$ cat src/rtl/mem_arbiter.sv
// mem_arbiter: shares one single-port synchronous RAM between two native
// valid/ready requesters (m0 = CPU, m1 = second bus master).
// Every access takes the same IDLE -> ACCESS -> RESP path.
// Optional macro MEM_ARBITER_ROUND_ROBIN_EN: when defined, simultaneous
// requests alternate between m0 and m1. When undefined, m0 always wins.
module mem_arbiter #(
  parameter int MEM_SIZE = 4096,
  parameter int ADDR_W   = 12
) (
  input  logic              clk,
  input  logic              reset,
  input  logic              m0_valid,
  input  logic [31:0]       m0_addr,
  input  logic [31:0]       m0_wdata,
  input  logic [3:0]        m0_wstrb,
  output logic              m0_ready,
  output logic [31:0]       m0_rdata,
  input  logic              m1_valid,
  input  logic [31:0]       m1_addr,
  input  logic [31:0]       m1_wdata,
  input  logic [3:0]        m1_wstrb,
  output logic              m1_ready,
  output logic [31:0]       m1_rdata,
  output logic              ram_en,
  output logic [3:0]        ram_we,
  output logic [ADDR_W-1:0] ram_addr,
  output logic [31:0]       ram_wdata,
  input  logic [31:0]       ram_rdata,
  output logic              err,
  output logic              busy
);

  typedef enum logic [1:0] {
    IDLE   = 2'd0,
    ACCESS = 2'd1,
    RESP   = 2'd2
  } state_t;

  state_t state;

  // Fields latched at grant time, so requester changes after grant are ignored
  logic grant;
  logic acc_oor;
  logic acc_write;

`ifdef MEM_ARBITER_ROUND_ROBIN_EN
  logic last_grant;
`endif

  logic        m0_elig;
  logic        m1_elig;
  logic        pick_m1;
  logic [31:0] sel_addr;
  logic [31:0] sel_wdata;
  logic [3:0]  sel_wstrb;
  logic        sel_oor;
  logic [31:0] resp_data;
  logic        unused_addr_bits;

  // A requester that is completing this cycle still shows valid, so mask it
  assign m0_elig = m0_valid & ~m0_ready;
  assign m1_elig = m1_valid & ~m1_ready;

  // Arbitration choice, grant-side request mux and range check
  always_comb begin
    pick_m1   = 1'b0;
    sel_addr  = m0_addr;
    sel_wdata = m0_wdata;
    sel_wstrb = m0_wstrb;
`ifdef MEM_ARBITER_ROUND_ROBIN_EN
    pick_m1 = m1_elig & (~m0_elig | ~last_grant);
`else
    pick_m1 = m1_elig & ~m0_elig;
`endif
    if (pick_m1) begin
      sel_addr  = m1_addr;
      sel_wdata = m1_wdata;
      sel_wstrb = m1_wstrb;
    end
    sel_oor = ({2'b00, sel_addr[31:2]} >= 32'(MEM_SIZE));
  end

  // Reads return RAM data; writes and out-of-range accesses return zero
  assign resp_data = (acc_oor | acc_write) ? 32'h0 : ram_rdata;

  // Byte offset within a word has no meaning for a word-wide RAM
  assign unused_addr_bits = ^sel_addr[1:0];

  // Access sequencer: grant in IDLE, RAM strobe in ACCESS, ready pulse in RESP
  always_ff @(posedge clk or posedge reset) begin
    if (reset) begin
      state     <= IDLE;
      grant     <= 1'b0;
      acc_oor   <= 1'b0;
      acc_write <= 1'b0;
      m0_ready  <= 1'b0;
      m0_rdata  <= 32'h0;
      m1_ready  <= 1'b0;
      m1_rdata  <= 32'h0;
      ram_en    <= 1'b0;
      ram_we    <= 4'h0;
      ram_addr  <= '0;
      ram_wdata <= 32'h0;
      err       <= 1'b0;
      busy      <= 1'b0;
`ifdef MEM_ARBITER_ROUND_ROBIN_EN
      last_grant <= 1'b1;
`endif
    end else begin
      case (state)
        IDLE: begin
          m0_ready <= 1'b0;
          m1_ready <= 1'b0;
          m0_rdata <= 32'h0;
          m1_rdata <= 32'h0;
          err      <= 1'b0;
          if (m0_elig | m1_elig) begin
            grant     <= pick_m1;
            acc_oor   <= sel_oor;
            acc_write <= |sel_wstrb;
            ram_en    <= ~sel_oor;
            ram_we    <= sel_oor ? 4'h0 : sel_wstrb;
            ram_addr  <= sel_addr[ADDR_W+1:2];
            ram_wdata <= sel_wdata;
            busy      <= 1'b1;
            state     <= ACCESS;
`ifdef MEM_ARBITER_ROUND_ROBIN_EN
            last_grant <= pick_m1;
`endif
          end
        end
        ACCESS: begin
          ram_en <= 1'b0;
          ram_we <= 4'h0;
          state  <= RESP;
        end
        RESP: begin
          if (grant) begin
            m1_ready <= 1'b1;
            m1_rdata <= resp_data;
          end else begin
            m0_ready <= 1'b1;
            m0_rdata <= resp_data;
          end
          err   <= acc_oor;
          busy  <= 1'b0;
          state <= IDLE;
        end
        default: begin
          state <= IDLE;
        end
      endcase
    end
  end

endmodule
$ cat config.mk
export PLATFORM = sky130hd
export DESIGN_NAME = mem_arbiter
export DESIGN_NICKNAME = d
export VERILOG_FILES = /design/src/rtl/mem_arbiter.sv
export SDC_FILE = /design/constraint.sdc
export NUM_CORES = 1
export LEC_CHECK = 0
export BUFFER_PORTS_ARGS = -buffer_cell sky130_fd_sc_hd__buf_2
export CORE_AREA = 2 2 114 116
export CTS_CLUSTER_SIZE = 28
export DETAILED_ROUTE_END_ITERATION = 10
export DIE_AREA = 0 0 116 118
export PLACE_DENSITY = 0.75
export SYNTH_ARGS = -nofsm -noshare
export SYNTH_HDL_FRONTEND = slang
export SYNTH_SLANG_ARGS = --single-unit
$ cat constraint.sdc
create_clock -name clk -period 5.05 [get_ports clk]
set_input_delay 0.505 -clock clk [delete_from_list [all_inputs] [get_ports clk]]
set_output_delay 0.505 -clock clk [all_outputs]
set_load 0.01 [all_outputs]
==> impl_metrics.tcl <==
set metrics [dict create \
    cts_resized 0 \
    htree_levels 4 \
    tightest_slew_ns 0.9427 \
    drtPass1Iterations 4 \
    fin_hold_ws_ns 0.2978 \
    die_h_um 118 \
    insertion_delay_ns 0.40 \
    drc 0 \
    hold_class "in -> async" \
    die_w_um 116 \
    finalSetupViolCount 0 \
    clkTransAtPathRegs_ns 0.05 \
    leakage_nw 4.107 \
    dieArea_um2 13690 \
    vias 4296 \
    row_count 41 \
    max-slew-margin-rel 0.3716 \
    n_antenna_cell 0 \
    syn_avg_cell_area_um2 12.46 \
    wl_per_cell_um 16.08 \
    synth_ff_type "dfrtp_1" \
    post_drt_via_cell_ratio 4.938 \
    final-hold-violation-count 0 \
    numClockSinks 122 \
    wirelength_um 13990 \
    gp_congestion 0.8222 \
    drive_gt1_frac 0.4814 \
    n_fill_cell 1082 \
    rsz0062_at_grt "false" \
    arrival_ns 2.41 \
    synth-edff-count 0 \
    required_ns 5.33 \
    ys_warn_count 0 \
    r2r_cells 5 \
    cts_tree "done" \
    max_freq_mhz 471.1 \
    slew_viol_final 0 \
    cp_max_fo 66 \
    start_util 0.4056 \
    cts_setup_buffers 0 \
    power_density_nw_per_um2 511.2 \
    vdd_drop_max_uv 236.1 \
    drv_cap 0 \
    synthArstFlopShare 1.000 \
    grt_pass1_vias 4419 \
    clockRootBuffer "clkbuf_16" \
    grt_overflow 0 \
    grt_max_degree 80 \
    min_period_ns 2.123 \
    r2r-start "m1_ready" \
    fin_setup_tns_ns 0 \
    worst-setup-path-type "reg -> reg" \
    cts_buffers 17 \
    outcome "finished, final reports clean" \
    antenna_found_initial 0 \
    area_growth_pct 43.02 \
    clock_skew_ns 0.009003 \
    endpoint_kind "register" \
    io_pins 289 \
    grt_pass1_wl_um 22210 \
    first_iter_violations 250 \
    grt_use_total 0.2073 \
    syn-num-nets 576 \
    io_buffers 284 \
    hold_buffers 0 \
    startpoint_type "register" \
    netlist_area_um2 5035 \
    syn_inst 404 \
    timing.rr.end "acc_write" \
    r2r_slack_ns 2.93 \
    synth.distinct_cells 30 \
    dp_hpwl_um 10230 \
    core_area_um2 12410 \
    period_share 0.4203 \
    final_antenna_net_count 0 \
    ys_seq_area_frac 0.6064 \
    final_net_count 857 \
    clockBufferDepth 2 \
    ys_ff_latch 122 \
]
## Yosys cell counts (5+ instances only)
library cell  count  share of area
inv_1             5         0.0037
buf_6             7          0.016
o21ai_0           6         0.0060
a22o_1           64           0.11
clkbuf_1         12         0.0089
o21ai_1          45          0.045
mux2i_1          48          0.095
buf_2             9         0.0089
nor4_1            5         0.0062
dfrtp_1         122           0.61
nand2_1          55          0.041
## flip-flops by register name (all words and copies together) (netlist names)
register	count
acc_oor	1
acc_write	1
busy	1
err	1
grant	1
m0_rdata	32
m0_ready	1
m1_rdata	32
m1_ready	1
ram_addr	12
ram_en	1
ram_wdata	32
ram_we	4
state	2
## cell type report
cell class                 instances  area (µm²)  area share
clock inverter                    13       192.7     0.02676
tap                              172       215.2     0.02989
inverter                           6       25.02    0.003475
timing repair buffer             290        1466      0.2036
sequential                       122        3053      0.4240
multi-input combinational        248        1805      0.2507
clock buffer                      19       442.9     0.06151
## where the power goes
group	total [mW]	switching (mW)	internal (mW)	leakage, nW
sequential	1.32	0.130	1.18	1.61
clock	1.29	0.448	0.845	0.304
combinational	1.07	0.684	0.389	2.19
## cells in the final DEF (no fill, tap or decap), drive strengths merged
cell type,synthesis,layout
buf,16,290
dfrtp,122,122
a22o,64,64
nand2,55,55
o21ai,52,52
mux2i,48,48
clkbuf,12,19
nor4,9,9
inv,6,8
clkinv,0,5
bufinv,0,4
nor2,4,4
or4,3,3
a21oi,2,2
clkinvlp,0,2
nor2b,2,2
nand2b,1,1
nor3,1,1
and4,1,1
a22oi,1,1
o31ai,1,1
a41oi,1,1
a21o,1,1
a21boi,1,1
o32ai,1,1
## metrics by stage
step | utilization | std cells | power (mW) | area, µm² | setup slack [ns]
finish | 0.5800 | 870 | 3.681 | 7201 | 2.927
global route | 0.5800 | 870 | 3.901 | 7201 | 2.705
CTS | 0.5800 | 870 | 3.724 | 7201 | 2.896
detailed placement | 0.5288 | 838 | 2.423 | 6565 | 2.648
global placement | 0.5288 | 838 | 2.378 | 6565 | 2.664
floorplan | - | 404 | 1.996 | 5035 | 1.302
## logic make-up after synthesis
| logic type | Yosys count | synth area share |
|---|---|---|
| AO/OA/AOI/OAI | 124 | 0.1779 |
| buffers and inverters | 34 | 0.03802 |
| AND/OR/NAND/NOR | 76 | 0.08226 |
| multiplexers | 48 | 0.09543 |
| flip-flops | 122 | 0.6064 |
## metal layers
layer / track usage / share of wire / up-vias
met5: 0 / 0 / -
met4: 0.07366 / 0.020 / 0
met3: 0.04892 / 0.071 / 22
met2: 0.3571 / 0.50 / 221
met1: 0.2512 / 0.41 / 2011
li1: - / - / 2042
## worst max-delay path: stages, from the launching register on
cell and delay, ns:
dfrtp_1 0.42, nor2b_4 0.08, o21ai_4 0.62, buf_4 0.61
a41oi_1 0.09, a21o_1 0.18
## worst max path at each step
stage | startpoint | to | slack [ns]
after floorplan | reset | acc_oor | 1.30
after global placement | m1_valid | acc_write | 2.66
after detailed placement | m1_valid | acc_write | 2.65
after CTS | m1_ready | acc_write | 2.90
after global routing | m1_ready | grant | 2.70
final | m1_ready | acc_write | 2.93
No activity file was read; power rests on OpenSTA's default activity.
